[src/rtl/pixel_enhance_pkg.sv]
// Shared definitions for the pixel enhancement pipeline.
// Contents: default sizing, point-operation mode codes, the per-frame
// configuration struct and its reset value.
package pixel_enhance_pkg;

    localparam int unsigned DATA_W_DEF      = 8;
    localparam int unsigned PIX_PER_CLK_DEF = 2;

    // The value field is sized for the default sample width.
    localparam int unsigned CFG_VALUE_W = DATA_W_DEF;
    localparam int unsigned CFG_GAIN_W  = 8;

    localparam logic [2:0] MODE_BYPASS   = 3'd0;
    localparam logic [2:0] MODE_ADD      = 3'd1;
    localparam logic [2:0] MODE_SUB      = 3'd2;
    localparam logic [2:0] MODE_CONTRAST = 3'd3;
    localparam logic [2:0] MODE_THRESH   = 3'd4;
    localparam logic [2:0] MODE_INVERT   = 3'd5;

    typedef struct packed {
        logic [2:0]             mode;
        logic [CFG_VALUE_W-1:0] value;
        logic [CFG_GAIN_W-1:0]  gain;
    } pix_cfg_t;

    // Bypass, zero offset, unity gain.
    localparam pix_cfg_t CFG_RESET = '{mode: MODE_BYPASS, value: '0, gain: 8'h10};

endpackage

[src/rtl/pixel_lane_op.sv]
// Per-lane point operation, fully combinational.
// Ports:
//   pix    : input sample for the stage-1 operation
//   cfg    : configuration applied to pix
//   ext_c  : extended (unclamped) result, two's complement, to stage-1 register
//   ext_in : extended result held in stage 1, to be clamped
//   res_c  : clamped sample for stage 2
//   clip_c : ext_in was outside [0, MAX]
module pixel_lane_op
    import pixel_enhance_pkg::*;
#(
    parameter int unsigned DATA_W    = DATA_W_DEF,
    parameter int unsigned GAIN_FRAC = 4,
    localparam int unsigned EXT_W    = DATA_W + 9
) (
    input  logic [DATA_W-1:0] pix,
    input  pix_cfg_t          cfg,
    output logic [EXT_W-1:0]  ext_c,
    input  logic [EXT_W-1:0]  ext_in,
    output logic [DATA_W-1:0] res_c,
    output logic              clip_c
);

    localparam logic [EXT_W-1:0] MAX_EXT = (EXT_W'(1) << DATA_W) - EXT_W'(1);

    logic [DATA_W-1:0] val;
    logic [EXT_W-1:0]  pix_ext;
    logic [EXT_W-1:0]  val_ext;
    logic [EXT_W-1:0]  gain_ext;

    // Operation on the extended range; only sub can go negative (MSB set).
    always_comb begin
        val      = DATA_W'(cfg.value);
        pix_ext  = EXT_W'(pix);
        val_ext  = EXT_W'(val);
        gain_ext = EXT_W'(cfg.gain);
        ext_c    = pix_ext;
        case (cfg.mode)
            MODE_ADD:      ext_c = pix_ext + val_ext;
            MODE_SUB:      ext_c = pix_ext - val_ext;
            MODE_CONTRAST: ext_c = (pix_ext * gain_ext) >> GAIN_FRAC;
            MODE_THRESH:   ext_c = (pix >= val) ? MAX_EXT : '0;
            MODE_INVERT:   ext_c = MAX_EXT - pix_ext;
            default:       ext_c = pix_ext;
        endcase
    end

    // Clamp to [0, MAX]; bypass/threshold/invert stay in range so never flag.
    always_comb begin
        res_c  = ext_in[DATA_W-1:0];
        clip_c = 1'b0;
        if (ext_in[EXT_W-1]) begin
            res_c  = '0;
            clip_c = 1'b1;
        end else if (ext_in > MAX_EXT) begin
            res_c  = '1;
            clip_c = 1'b1;
        end
    end

endmodule

[src/rtl/pixel_enhance_pipe.sv]
// Streaming pixel enhancement: two-stage valid/ready pipeline applying a
// per-frame latched point operation to every channel lane, with per-frame
// clip statistics.
// Ports:
//   HCLK, HRESETn             : clock, asynchronous reset (asserted high)
//   cfg_mode/value/gain       : operation settings, sampled at frame start
//   in_valid/ready/data/hsync/vsync    : input beat stream
//   out_valid/ready/data/hsync/vsync   : output beat stream
//   sat_count                 : clipped beats of the last completed frame
//   frame_done                : one-cycle pulse after each frame end
module pixel_enhance_pipe
    import pixel_enhance_pkg::*;
#(
    parameter int unsigned DATA_W      = DATA_W_DEF,
    parameter int unsigned PIX_PER_CLK = PIX_PER_CLK_DEF,
    parameter int unsigned CHANNELS    = 3,
    parameter int unsigned GAIN_FRAC   = 4,
    localparam int unsigned LANES      = PIX_PER_CLK * CHANNELS,
    localparam int unsigned BUS_W      = LANES * DATA_W
) (
    input  logic              HCLK,
    input  logic              HRESETn,
    input  logic [2:0]        cfg_mode,
    input  logic [DATA_W-1:0] cfg_value,
    input  logic [7:0]        cfg_gain,
    input  logic              in_valid,
    output logic              in_ready,
    input  logic [BUS_W-1:0]  in_data,
    input  logic              in_hsync,
    input  logic              in_vsync,
    output logic              out_valid,
    input  logic              out_ready,
    output logic [BUS_W-1:0]  out_data,
    output logic              out_hsync,
    output logic              out_vsync,
    output logic [15:0]       sat_count,
    output logic              frame_done
);

    localparam int unsigned EXT_W = DATA_W + 9;

    // Stage 1: extended lane results
    logic             s1_valid_q, s1_valid_d;
    logic [EXT_W-1:0] s1_ext_q [LANES];
    logic [EXT_W-1:0] s1_ext_d [LANES];
    logic             s1_hsync_q, s1_hsync_d;
    logic             s1_vsync_q, s1_vsync_d;

    // Stage 2: clamped output beat
    logic             out_valid_q, out_valid_d;
    logic [BUS_W-1:0] out_data_q, out_data_d;
    logic             out_clip_q, out_clip_d;
    logic             out_hsync_q, out_hsync_d;
    logic             out_vsync_q, out_vsync_d;

    // Config latch and statistics
    pix_cfg_t         cfg_act_q, cfg_act_d;
    logic             in_vsync_prev_q, in_vsync_prev_d;
    logic             out_vsync_prev_q, out_vsync_prev_d;
    logic [15:0]      run_cnt_q, run_cnt_d;
    logic [15:0]      sat_count_q, sat_count_d;
    logic             frame_done_q, frame_done_d;

    // Combinational control
    logic             adv_c;
    logic             in_acc_c;
    logic             out_acc_c;
    logic             frame_start_c;
    logic             frame_end_c;
    pix_cfg_t         cfg_new_c;
    pix_cfg_t         cfg_use_c;

    logic [EXT_W-1:0]  lane_ext_c [LANES];
    logic [DATA_W-1:0] lane_res_c [LANES];
    logic [LANES-1:0]  lane_clip_c;
    logic [BUS_W-1:0]  res_bus_c;
    logic              clip_any_c;

    // Handshake, frame boundaries and the config seen by the incoming beat.
    always_comb begin
        adv_c         = !out_valid_q || out_ready;
        in_acc_c      = in_valid && adv_c;
        out_acc_c     = out_valid_q && out_ready;
        frame_start_c = in_acc_c && in_vsync && !in_vsync_prev_q;
        frame_end_c   = out_acc_c && !out_vsync_q && out_vsync_prev_q;
        cfg_new_c.mode  = cfg_mode;
        cfg_new_c.value = CFG_VALUE_W'(cfg_value);
        cfg_new_c.gain  = cfg_gain;
        // The first beat of a frame already uses the freshly sampled settings.
        cfg_use_c = frame_start_c ? cfg_new_c : cfg_act_q;
    end

    for (genvar k = 0; k < LANES; k++) begin : g_lane
        pixel_lane_op #(
            .DATA_W    (DATA_W),
            .GAIN_FRAC (GAIN_FRAC)
        ) u_lane (
            .pix    (in_data[k*DATA_W +: DATA_W]),
            .cfg    (cfg_use_c),
            .ext_c  (lane_ext_c[k]),
            .ext_in (s1_ext_q[k]),
            .res_c  (lane_res_c[k]),
            .clip_c (lane_clip_c[k])
        );
    end

    // Lane result packing and beat-level clip flag.
    always_comb begin
        res_bus_c  = '0;
        clip_any_c = |lane_clip_c;
        for (int unsigned k = 0; k < LANES; k++) begin
            res_bus_c[k*DATA_W +: DATA_W] = lane_res_c[k];
        end
    end

    // Next-state: pipeline advance, config latch, statistics.
    always_comb begin
        s1_valid_d       = s1_valid_q;
        s1_ext_d         = s1_ext_q;
        s1_hsync_d       = s1_hsync_q;
        s1_vsync_d       = s1_vsync_q;
        out_valid_d      = out_valid_q;
        out_data_d       = out_data_q;
        out_clip_d       = out_clip_q;
        out_hsync_d      = out_hsync_q;
        out_vsync_d      = out_vsync_q;
        cfg_act_d        = cfg_act_q;
        in_vsync_prev_d  = in_vsync_prev_q;
        out_vsync_prev_d = out_vsync_prev_q;
        run_cnt_d        = run_cnt_q;
        sat_count_d      = sat_count_q;
        frame_done_d     = frame_end_c;

        // Both stages move together; bubbles travel as invalid beats.
        if (adv_c) begin
            s1_valid_d  = in_valid;
            s1_ext_d    = lane_ext_c;
            s1_hsync_d  = in_hsync;
            s1_vsync_d  = in_vsync;
            out_valid_d = s1_valid_q;
            out_data_d  = res_bus_c;
            out_clip_d  = s1_valid_q && clip_any_c;
            out_hsync_d = s1_hsync_q;
            out_vsync_d = s1_vsync_q;
        end

        if (in_acc_c) begin
            in_vsync_prev_d = in_vsync;
        end
        if (frame_start_c) begin
            cfg_act_d = cfg_new_c;
        end

        if (out_acc_c) begin
            out_vsync_prev_d = out_vsync_q;
            if (out_clip_q && out_vsync_q && (run_cnt_q != 16'hFFFF)) begin
                run_cnt_d = run_cnt_q + 16'd1;
            end
        end
        // The frame-end beat has vsync low, so it never adds to the count.
        if (frame_end_c) begin
            sat_count_d = run_cnt_q;
            run_cnt_d   = '0;
        end
    end

    always_ff @(posedge HCLK or posedge HRESETn) begin
        if (HRESETn) begin
            s1_valid_q       <= 1'b0;
            s1_ext_q         <= '{default: '0};
            s1_hsync_q       <= 1'b0;
            s1_vsync_q       <= 1'b0;
            out_valid_q      <= 1'b0;
            out_data_q       <= '0;
            out_clip_q       <= 1'b0;
            out_hsync_q      <= 1'b0;
            out_vsync_q      <= 1'b0;
            cfg_act_q        <= CFG_RESET;
            in_vsync_prev_q  <= 1'b0;
            out_vsync_prev_q <= 1'b0;
            run_cnt_q        <= '0;
            sat_count_q      <= '0;
            frame_done_q     <= 1'b0;
        end else begin
            s1_valid_q       <= s1_valid_d;
            s1_ext_q         <= s1_ext_d;
            s1_hsync_q       <= s1_hsync_d;
            s1_vsync_q       <= s1_vsync_d;
            out_valid_q      <= out_valid_d;
            out_data_q       <= out_data_d;
            out_clip_q       <= out_clip_d;
            out_hsync_q      <= out_hsync_d;
            out_vsync_q      <= out_vsync_d;
            cfg_act_q        <= cfg_act_d;
            in_vsync_prev_q  <= in_vsync_prev_d;
            out_vsync_prev_q <= out_vsync_prev_d;
            run_cnt_q        <= run_cnt_d;
            sat_count_q      <= sat_count_d;
            frame_done_q     <= frame_done_d;
        end
    end

    assign in_ready   = adv_c;
    assign out_valid  = out_valid_q;
    assign out_data   = out_data_q;
    assign out_hsync  = out_hsync_q;
    assign out_vsync  = out_vsync_q;
    assign sat_count  = sat_count_q;
    assign frame_done = frame_done_q;

endmodule

[config.mk]
export PLATFORM = sky130hd
export DESIGN_NAME = pixel_enhance_pipe
export DESIGN_NICKNAME = d
export VERILOG_FILES = /design/src/rtl/pixel_enhance_pkg.sv /design/src/rtl/pixel_lane_op.sv /design/src/rtl/pixel_enhance_pipe.sv
export SDC_FILE = /design/constraint.sdc
export NUM_CORES = 2
export LEC_CHECK = 0
export CORE_ASPECT_RATIO = 1.1
export CORE_MARGIN = 2
export CORE_UTILIZATION = 60
export CTS_CLUSTER_SIZE = 30
export DETAILED_ROUTE_END_ITERATION = 10
export GPL_TIMING_DRIVEN = 0
export PLACE_DENSITY_LB_ADDON = 0.1
export SETUP_SLACK_MARGIN = 0.5
export SLEW_MARGIN = 20
export SYNTH_ARGS = -nofsm -noshare
export SYNTH_HDL_FRONTEND = slang
export SYNTH_HIERARCHICAL = 1
export SYNTH_SLANG_ARGS = --single-unit
[constraint.sdc]
create_clock -name HCLK -period 9.6 [get_ports HCLK]
set_input_delay 1.92 -clock HCLK [delete_from_list [all_inputs] [get_ports HCLK]]
set_output_delay 1.92 -clock HCLK [all_outputs]
set_load 0.1 [all_outputs]
==> summary.md <==
- **most numerous cell on the critical path** sky130_fd_sc_hd__fa_1
- **Adder-Cell Fraction of Synth Area** 29.48%
- **sort of element at the start of the critical path** primary input
- **parity-gate share of the synthesized area counting xor and xnor cells** 2.314%
- **number of pins exceeding their max-slew limit in the final report** 0
- **type of element capturing the critical path** register
- **tightest hold margin** 0.4655 ns
- **global route overflow** 0
- **Layout Utilization** 66.78%
- **number of global-route vias before repair** 24859
- **sequential area share after synthesis** 18.86%
- **share of cell area taken by muxes after synthesis** 1.345%
- **critical path type** in -> reg
- **Top-Level Pins** 142
- **number of flip-flops and latches in the synthesized netlist** 211
- **number of hold buffers added after cts** 0
- **share of synthesized cell area in and, or, nand and nor gates** 24.14%
- **Die ar.** 0.04842 mm²
- **number of DRC violations after detailed routing** 0
- **Post-synth ARST share** 100.0%
- **result of the run** finished, final reports clean
- **nets in the synthesized netlist** 4025
- **CTS H-Tree Depth** 1
- **dominant register cell in the synthesized netlist** sky130_fd_sc_hd__dfrtp_1
- **vias** 24767
- **number of flops mapped to enable cells by yosys** 0
- **worst skew pair latency** 0.54 ns
- **clock tree from TritonCTS** built
- **Longest Clk Path Bufs** 3
- **worst-path cell with the longest stage delay** sky130_fd_sc_hd__mux2_4
- **HPWL after detailed placement** 59.93 mm
- **Fill cells** 4020
- **syn avg cell area** 8.167 µm²
- **number of vias per cell** 5.883
- **compound-cell area share of the yosys netlist** 15.05%
- **number of warnings issued by yosys** 6
- **y dimension of the die** 230.6 µm
- **count of final hold-check violations** 0
- **clk root buf** sky130_fd_sc_hd__clkbuf_16
- **number of antenna violations at the first check in global routing** 4
- **post-synthesis cell count** 3429
- **die span in x** 210.0 µm
- **remaining antenna violation count** 0
- **clock sink total** 211
- **# setup viols final** 0
- **Clk pin slew, worst setup/hold paths** 0.06 ns
- **setup bufs post-CTS** 0
- **num rows** 83
- **share of the clock period used by the worst path** 84.53%
- **Largest stage delay, worst path** 0.72 ns
- **TritonCTS Buffers** 23
- **Slew Limit Headroom** 22.15%
- **Req. time, crit path** 10.02 ns
- **First-pass DRT Iterations** 5
- **worst-path fanout max** 49
- **I/O Buffers** 141
- **initial DRC count** 1809
- **last weighted congestion value of the routability-driven placer** 0.9667
- **post-synthesis cell area** 0.02800 mm²
- **buffers plus inverters on the worst setup path** 6
- **dominant combinational cell family by area after synthesis** adder cells
- **WL per Instance** 18.88 µm
- **maximum frequency from static timing analysis** 123.2 MHz
- **unrepaired setup endpoints after global routing** no
- **kind of cell adding the most delay to the critical path** adder cells
- **clock skew after layout** 0.01620 ns
- **first-pass GRT wire length** 129.2 mm
- **post-cts sizing count** 0
- **CP Cell Sequence** clkdlybuf4s50_1 -> nor2b_1 -> inv_2 -> nand4b_1 -> buf_2 -> mux2_4 -> nand2_1 -> fa_1 -> fa_1 -> inv_1 -> fa_1 -> inv_1 -> fa_1 -> inv_1 -> ha_1 -> a21oi_1 -> o311a_4 -> a211oi_4 -> mux2i_1 -> a2111oi_2 -> nand3_1 -> nand2_1 -> nand2_1
- **pin count of the biggest net entering global routing** 80
- **Tightest Pin Transition** 1.164 ns
- **type of the worst min-delay path** reg -> reg
- **nets** 4193
- **number of max-cap violations** 0
- **min Tclk post-route** 8.114 ns
- **effective utilization at floorplan** 60.32%
- **core box area** 0.04642 mm²
- **Area growth, synth to finish** 10.70%
- **Distinct cells, synth** 93
- **Total Routing Usage GR** 33.31%
- **share of final-layout standard cells stronger than drive strength 1** 5.399%
- **Final Routed Wirelength** 79.50 mm
- **arrival time at the worst endpoint** 8.53 ns
-- worst paths after layout --
| path | from | end | slack, ns | cells after the start |
|---|---|---|---|---|
| max | out_ready | s1_ext_q[91] | 1.49 | 23 |
| min | s1_ext_q[85] | s1_ext_q[85] | 0.47 | 2 |
| max reg2reg | out_valid | s1_ext_q[91] | 2.90 | 22 |
| min reg2reg | s1_ext_q[85] | s1_ext_q[85] | 0.47 | 2 |
| max in group asynchronous | HRESETn | out_data[14] | 6.71 | 4 |
| min in group asynchronous | HRESETn | out_data[27] | 1.80 | 2 |
-- layer usage --
metal  share of wire (%)  GRT usage, %  vias up
met5                   0             0        -
met4                 3.0         9.375        0
met3                 7.0         4.829      146
met2                  47         56.40      780
met1                  43         44.63    12156
li1                    -             -    11685
-- cells by family after synthesis --
group | Yosys count
AOI/OAI and AO/OA | 622
xor gates and xnor gates | 74
adders and majority gates | 523
buffers and inverters | 604
DFF | 211
muxes | 35
and+or+nand+nor | 1360
-- cells in the final DEF, fill, tap and decap left out, types with 14 or more instances in the layout --
cell	n
sky130_fd_sc_hd__mux2i_1	14
sky130_fd_sc_hd__buf_2	28
sky130_fd_sc_hd__a21oi_1	178
sky130_fd_sc_hd__nor2b_1	42
sky130_fd_sc_hd__o21ai_0	75
sky130_fd_sc_hd__o22ai_1	35
sky130_fd_sc_hd__nor2_1	132
sky130_fd_sc_hd__clkbuf_16	23
sky130_fd_sc_hd__ha_1	295
sky130_fd_sc_hd__o221ai_1	20
sky130_fd_sc_hd__xnor2_1	41
sky130_fd_sc_hd__buf_4	31
sky130_fd_sc_hd__o22a_1	16
sky130_fd_sc_hd__inv_1	441
sky130_fd_sc_hd__or4_1	19
sky130_fd_sc_hd__o211ai_1	26
sky130_fd_sc_hd__clkbuf_1	95
sky130_fd_sc_hd__nor3_1	34
sky130_fd_sc_hd__nand2b_1	30
sky130_fd_sc_hd__o21a_1	16
sky130_fd_sc_hd__nand2_1	643
sky130_fd_sc_hd__a221oi_1	17
sky130_fd_sc_hd__clkdlybuf4s50_1	141
sky130_fd_sc_hd__dfrtp_1	210
sky130_fd_sc_hd__xor2_1	33
sky130_fd_sc_hd__a21o_1	44
sky130_fd_sc_hd__o21ai_1	22
sky130_fd_sc_hd__o32a_1	15
sky130_fd_sc_hd__a31oi_1	35
sky130_fd_sc_hd__fa_1	228
sky130_fd_sc_hd__nand4_1	35
sky130_fd_sc_hd__and2_1	306
-- area by class of cell --
cell class,count,area (µm²),area share (%)
Antenna cell,3,7.507,0.02422
Buffer,161,804.5,2.595
Clock buffer,36,694.4,2.240
Clock inverter,4,38.79,0.1251
Inverter,443,1670,5.388
Multi-Input combinational cell,2614,20290,65.46
Sequential cell,211,5281,17.04
Tap cell,595,744.5,2.402
Timing Repair Buffer,143,1466,4.731
-- state kept, by name, summed over array words and instances, names as in the netlist --
signal	flops
in_vsync_prev_q	1
frame_done	1
sat_count	16
s1_hsync_q	1
run_cnt_q	16
out_valid	1
out_vsync_prev_q	1
out_vsync	1
s1_valid_q	1
cfg_act_q	19
s1_vsync_q	1
out_hsync	1
out_clip_q	1
s1_ext_q	102
out_data	48
-- metrics by stage --
step	setup TNS (ns)	setup slack [ns]	std cells	instance area (µm²)
global placement	-100.92	-0.4992	4165	30160
floorplan	0	1.916	3429	28000
global route	0	1.110	4208	30990
detailed placement	0	0.7407	4167	30240
finish	0	1.486	4210	31000
CTS	0	1.269	4207	30980
-- synthesized netlist by cell type (all sizes together), types with 7 or more instances --
master / instances / area (µm²)
xnor2: 41 / 359.1
a31oi: 35 / 219.0
nand2b: 30 / 187.7
or2: 14 / 87.58
dfrtp: 210 / 5255
nand2: 644 / 2420
nor3: 34 / 170.2
nand3: 13 / 70.07
o21bai: 12 / 90.09
a21oi: 178 / 890.9
o221a: 10 / 112.6
and3: 7 / 43.79
nor4: 19 / 165.2
buf: 69 / 455.4
nand3b: 11 / 82.58
xor2: 33 / 289.0
or3: 11 / 78.82
nor3b: 12 / 90.09
o221ai: 20 / 175.2
o21ai: 103 / 538.0
a21o: 44 / 330.3
and2: 311 / 1952
o32a: 17 / 172.7
mux2: 21 / 236.5
o31ai: 8 / 60.06
clkbuf: 92 / 349.1
inv: 443 / 1663
nor2: 132 / 495.5
or4: 24 / 198.9
mux2i: 14 / 140.1
o22a: 16 / 140.1
nand4b: 11 / 117.6
nor2b: 42 / 262.8
a221oi: 17 / 148.9
o211ai: 27 / 207.7
nand4: 37 / 261.5
o22ai: 35 / 219.0
ha: 295 / 3691
a211oi: 17 / 155.2
o21a: 16 / 120.1
fa: 228 / 4564
-- tightest hold or removal path, stage by stage, from the launching register on --
cell and delay (ns):
sky130_fd_sc_hd__dfrtp_1 0.34, sky130_fd_sc_hd__nand2_1 0.05, sky130_fd_sc_hd__nand2_1 0.05
Power is not shown: default switching activity piles up to over one toggle a cycle in this logic, so the estimate is an artifact.
